## src/rtl/acc_pkg.sv

```systemverilog
`default_nettype none
// +--------------------------------------------------------------------+
// | acc_pkg : shared types and constants for the accumulator front-end |
// | Revision: 1.0                                                      |
// +--------------------------------------------------------------------+
package acc_pkg;

    typedef enum logic [1:0] {
        REL       = 2'b00,
        PRESS_CHK = 2'b01,
        HELD      = 2'b10,
        REL_CHK   = 2'b11
    } kh_state_t;

    localparam int DEFAULT_DEBOUNCE = 50000;

endpackage
`default_nettype wire

```

## src/rtl/key_handshake_sync2.sv

```systemverilog
`default_nettype none
// +--------------------------------------------------------------------+
// | sync2 : two-flop synchronizer with programmable reset level        |
// | Revision: 1.0                                                      |
// +--------------------------------------------------------------------+
module sync2 #(
    parameter logic RST_VAL = 1'b0
) (
    input  logic clk,
    input  logic rst_n,
    input  logic d,
    output logic q
);

    logic meta_d, meta_q;
    logic sync_d, sync_q;

    always_comb begin
        meta_d = d;
        sync_d = meta_q;
    end

    always_ff @(posedge clk or negedge rst_n) begin
        if (!rst_n) begin
            meta_q <= RST_VAL;
            sync_q <= RST_VAL;
        end else begin
            meta_q <= meta_d;
            sync_q <= sync_d;
        end
    end

    assign q = sync_q;

endmodule
`default_nettype wire

```

## src/rtl/key_handshake.sv

```systemverilog
`default_nettype none
// +--------------------------------------------------------------------+
// | key_handshake : debounced key -> subiu/desceu toggle pair + pulses |
// | Revision: 1.0                                                      |
// +--------------------------------------------------------------------+
module key_handshake
    import acc_pkg::*;
#(
    parameter int DEBOUNCE_CYCLES = DEFAULT_DEBOUNCE,
    parameter bit KEY_ACTIVE_LOW  = 1'b1
) (
    input  logic clk,
    input  logic rst_n,
    input  logic key_raw,
    output logic subiu,
    output logic desceu,
    output logic pressed,
    output logic press_pulse,
    output logic release_pulse
);

    localparam int               CNT_W        = $clog2(DEBOUNCE_CYCLES + 1);
    localparam logic [CNT_W-1:0] CNT_LAST     = CNT_W'(DEBOUNCE_CYCLES - 1);
    localparam logic             RAW_RELEASED = KEY_ACTIVE_LOW ? 1'b1 : 1'b0;

    logic             key_sync;
    logic             key_s;
    logic [CNT_W-1:0] cnt_inc;
    logic             cnt_done;

    kh_state_t        state_d, state_q;
    logic [CNT_W-1:0] cnt_d, cnt_q;
    logic             subiu_d, subiu_q;
    logic             desceu_d, desceu_q;
    logic             pressed_d, pressed_q;
    logic             subiu_dly_d, subiu_dly_q;
    logic             desceu_dly_d, desceu_dly_q;
    logic             press_pulse_d, press_pulse_q;
    logic             release_pulse_d, release_pulse_q;

    sync2 #(
        .RST_VAL (RAW_RELEASED)
    ) u_sync2 (
        .clk   (clk),
        .rst_n (rst_n),
        .d     (key_raw),
        .q     (key_sync)
    );

    assign key_s = KEY_ACTIVE_LOW ? ~key_sync : key_sync;

    // The CHK entry cycle already counts as one stable sample, so acceptance
    // fires once this cycle's increment reaches DEBOUNCE_CYCLES-1.
    assign cnt_inc  = cnt_q + CNT_W'(1);
    assign cnt_done = (cnt_inc >= CNT_LAST);

    always_comb begin
        state_d         = state_q;
        cnt_d           = cnt_q;
        subiu_d         = subiu_q;
        desceu_d        = desceu_q;
        pressed_d       = pressed_q;
        subiu_dly_d     = subiu_q;
        desceu_dly_d    = desceu_q;
        press_pulse_d   = subiu_q ^ subiu_dly_q;
        release_pulse_d = desceu_q ^ desceu_dly_q;

        case (state_q)
            REL: begin
                if (key_s) begin
                    state_d = PRESS_CHK;
                    cnt_d   = '0;
                end
            end
            PRESS_CHK: begin
                if (!key_s) begin
                    state_d = REL;
                    cnt_d   = '0;
                end else if (cnt_done) begin
                    state_d   = HELD;
                    cnt_d     = '0;
                    subiu_d   = ~subiu_q;
                    pressed_d = 1'b1;
                end else begin
                    cnt_d = cnt_inc;
                end
            end
            HELD: begin
                if (!key_s) begin
                    state_d = REL_CHK;
                    cnt_d   = '0;
                end
            end
            REL_CHK: begin
                if (key_s) begin
                    state_d = HELD;
                    cnt_d   = '0;
                end else if (cnt_done) begin
                    state_d   = REL;
                    cnt_d     = '0;
                    desceu_d  = ~desceu_q;
                    pressed_d = 1'b0;
                end else begin
                    cnt_d = cnt_inc;
                end
            end
            default: begin
                state_d = REL;
                cnt_d   = '0;
            end
        endcase
    end

    always_ff @(posedge clk or negedge rst_n) begin
        if (!rst_n) begin
            state_q         <= REL;
            cnt_q           <= '0;
            subiu_q         <= 1'b0;
            desceu_q        <= 1'b0;
            pressed_q       <= 1'b0;
            subiu_dly_q     <= 1'b0;
            desceu_dly_q    <= 1'b0;
            press_pulse_q   <= 1'b0;
            release_pulse_q <= 1'b0;
        end else begin
            state_q         <= state_d;
            cnt_q           <= cnt_d;
            subiu_q         <= subiu_d;
            desceu_q        <= desceu_d;
            pressed_q       <= pressed_d;
            subiu_dly_q     <= subiu_dly_d;
            desceu_dly_q    <= desceu_dly_d;
            press_pulse_q   <= press_pulse_d;
            release_pulse_q <= release_pulse_d;
        end
    end

    assign subiu         = subiu_q;
    assign desceu        = desceu_q;
    assign pressed       = pressed_q;
    assign press_pulse   = press_pulse_q;
    assign release_pulse = release_pulse_q;

endmodule
`default_nettype wire

```

## config.mk

```make
export PLATFORM = sky130hd
export DESIGN_NAME = key_handshake
export DESIGN_NICKNAME = d
export VERILOG_FILES = /design/src/rtl/acc_pkg.sv /design/src/rtl/key_handshake_sync2.sv /design/src/rtl/key_handshake.sv
export SDC_FILE = /design/constraint.sdc
export NUM_CORES = 1
export LEC_CHECK = 0
export CORE_AREA = 2 2 71 73
export DETAILED_ROUTE_END_ITERATION = 8
export DIE_AREA = 0 0 73 75
export MAX_ROUTING_LAYER = met4
export PLACE_DENSITY = 0.59
export SLEW_MARGIN = 30
export SYNTH_ARGS = -nofsm -noshare
export SYNTH_HDL_FRONTEND = slang
export SYNTH_HIERARCHICAL = 1
export SYNTH_SLANG_ARGS = --single-unit
```

## constraint.sdc

```tcl
create_clock -name clk -period 4 [get_ports clk]
set_clock_uncertainty 0.2 [all_clocks]
set_input_delay 0.8 -clock clk [delete_from_list [all_inputs] [get_ports clk]]
set_output_delay 0.8 -clock clk [all_outputs]
set_load 0.005 [all_outputs]
```

==> out/metrics.cfg <==
[logic_synthesis]
syn_nets=187
synthArstFlopShare_pct=100.0
synth_area_leaders=dfrtp_1 (35%), nand2_1 (7.3%), o211ai_2 (5.5%)
seq_area_frac_synth_pct=37.56
yosysUniqueCellTypes=51
yosys_register_bits=27
synth_area_leader_cell=dfrtp_1
avgSynthCellArea_um2=9.920
yosys.area_share.adder_pct=1.386
synthXorXnorAreaFrac_pct=4.297
synth_top_family_by_area=simple AND/OR/NAND/NOR gates
yosys.area_share.simple_pct=26.61
synth_top_area_share_pct=34.65
synth-edff-count=0
synth_cells=182
synth-compound-area-share_pct=22.31
synth_warnings=6
synth_mux_area_share_pct=1.663
synth_top_flop_cell=dfrtp_1
syn_area_um2=1805

[global_routing]
grt_usage_pct=15.04
grt_overflow_total=0
antenna_found_initial=0
grt_max_degree=28
grt_pass1_vias=1383
grt_first_pass_wirelength_um=6279

[outcome]
status=finished, final reports clean

[clock_tree]
cts_hold_buf=0
clk_latency_ns=0.28
numClockSinks=27
cts_tree=done
cts_buffer_depth=2
post_cts_resized=0
cts_setup_buffers=0
cts_buffers=3
cts.clk_slew.worst_paths_ns=0.10
cts-root-buf=clkbuf_8
h-tree-depth=1

[timing]
final_max_slew_viol_count=0
hold_viol=0
fin_setup_tns_ns=0
max-slew-margin-rel_pct=46.30
finalSetupViolCount=0
worst_pin_slew_ns=0.8055
finalCriticalPeriod_ns=3.022
max_clock_freq_mhz=330.9
fin_crit_sh_pct=75.55
grt_setup_unrepaired=no

[floorplan]
ios=8
core_area_um2=4661
dieWidth_um=73
row_count=25
initial_utilization_pct=38.74
die_h_um=75
dieArea_um2=5475

[route]
vias=1321
routed_via_density=5.550
drtIter0Drc=35
wl_um=3474
drtAntennaViolNets=0
dr.pass1.iters=4
wl_per_cell_um=14.60
post-route-drc-count=0

[placement]
place_hpwl_um=2494
portBuffers=7
place_congestion=0.8659
dpl_cell_area_um2=1868

[critical_path]
critPathArrivalTime_ns=3.02
crit_type=reg2reg
crit_fanout=16
crit_required_ns=4.00
critPathLaunchType=register
end_kind=register

[layout]
final_nets=190
syn2layout_area_growth_pct=6.237
antenna_cells=0
drive_above_1_share_pct=22.28
fill_cells=453
postLayoutCellArea_um2=1918

[pwr]
p_leak_nw=0.8346
irDropWorstVdd_mv=0.1127
power_density_nw_per_um2=243.9
clockPowerShare_pct=34.7
switching_power_mw=0.1108
share_seq_of_total_power_pct=60.2
p_sw_share_pct=23.68
internal_power_mw=0.3571
p_comb_share_pct=5.1

[flow_run]
cap_violations=0

[worst_hold_path]
hold_class=reg2reg

-- cell families (layout without fill, tap and decap cells) --
logic type                 count (synthesis)  after routing
and+or+nand+nor                           88             88
AOI/OAI and AO/OA                         38             38
DFF                                       27             27
buffers and inverters                     16             18
xor gates and xnor gates                   8              8
muxes                                      3              3
adders and majority gates                  2              2
-- critical path, stage by stage, from the launching register on --
cell and delay, ns:
dfrtp_1 0.48, ha_1 0.32, and4_1 0.47, a21oi_2 0.09
o211ai_2 0.21, o311ai_4 0.15, a21oi_4 0.56, o21ai_4 0.25
o211ai_2 0.22
-- power by group through the flow --
stage | Combinational (mW) | Sequential [mW] | Clock [mW]
floorplan | 0.0143 | 0.286 | 0
finish | 0.0237 | 0.282 | 0.162
CTS | 0.0247 | 0.282 | 0.171
global placement | 0.0235 | 0.286 | 0
global route | 0.0270 | 0.283 | 0.182
detailed placement | 0.0246 | 0.287 | 0
-- state kept, by name (all words and copies together), names as in the netlist, named ones only --
name	count
desceu_dly_q	1
release_pulse	1
press_pulse	1
pressed	1
subiu	1
state_q	1
u_sync2/q	1
subiu_dly_q	1
desceu	1
cnt_q	16
u_sync2/meta_q	1
-- stage by stage --
step | power (mW) | setup WS [ns] | hold WS, ns | util (%) | instances
final | 0.4679 | 0.9780 | 0.1638 | 41.15 | 238
after global routing | 0.4920 | 0.7263 | 0.1720 | 41.15 | 238
after CTS | 0.4769 | 0.9674 | 0.1670 | 41.15 | 238
after detailed placement | 0.3115 | 1.002 | 0.1516 | 40.08 | 234
after global placement | 0.3098 | 1.126 | 0.1478 | 40.03 | 234
after floorplan | 0.2999 | 1.622 | 0.1452 | - | 182
-- cell usage in the layout, fill, tap and decap left out, types with 2 or more instances in the layout --
cell and n:
nor2b_1 2, o21ai_1 7, dfrtp_1 25, inv_1 5, ha_1 2, nand2_1 35, o211ai_2 8, o211ai_1 5
nor2_1 15, xnor2_1 3, and2_1 7, nor3b_2 2, or3_1 2, o221ai_2 6, nand3_1 8, nor3_1 2
a21oi_2 2, mux2i_1 3, clkdlybuf4s50_1 7, buf_4 2, xor2_1 4, dfstp_2 2, clkbuf_8 3
-- final timing paths --
| path | from | to | slack (ns) | depth (start not counted) |
|---|---|---|---|---|
| max in group asynchronous | rst_n | u_sync2/meta_q | 2.61 | 2 |
| min in group asynchronous | rst_n | asynchronous set/reset pin | 0.69 | 2 |
| worst min register to register | u_sync2/meta_q | u_sync2/q | 0.16 | 0 |
| worst max-delay path | cnt_q[0] | cnt_q[8] | 0.98 | 8 |
| worst min-delay path | u_sync2/meta_q | u_sync2/q | 0.16 | 0 |
| worst max register to register | cnt_q[0] | cnt_q[8] | 0.98 | 8 |
-- per-layer routing --
metal | global-route usage, % | wire (um) | vias up
met3 | 1.205 | 83 | 7
met1 | 18.40 | 1603 | 645
met5 | - | 0 | -
met4 | 6.584 | 72 | 0
met2 | 25.53 | 1715 | 22
li1 | - | - | 647
-- cells in the mapped netlist, types with 2 or more instances --
cell type	number
nand2_1	35
nor2b_1	2
o211ai_1	5
buf_4	5
buf_8	2
o211ai_2	8
nor3_1	2
o221ai_2	6
dfstp_2	2
o21ai_1	7
nand3_1	8
dfrtp_1	25
ha_1	2
or3_1	2
nor3b_2	2
nor2_1	16
xnor2_1	3
a21oi_2	2
and2_1	6
inv_1	5
mux2i_1	3
xor2_1	4
buf_2	2
-- cell type report --
class / count / area (um^2) / share of cell area (%)
tap: 54 / 67.56 / 3.523
clock inverter: 1 / 8.758 / 0.4566
multi-input combinational: 139 / 1018 / 53.10
clock buffer: 3 / 41.29 / 2.153
timing repair buffer: 9 / 85.08 / 4.436
inverter: 5 / 18.77 / 0.9785
sequential: 27 / 678.2 / 35.36
Power figures use the tool's default switching activity.
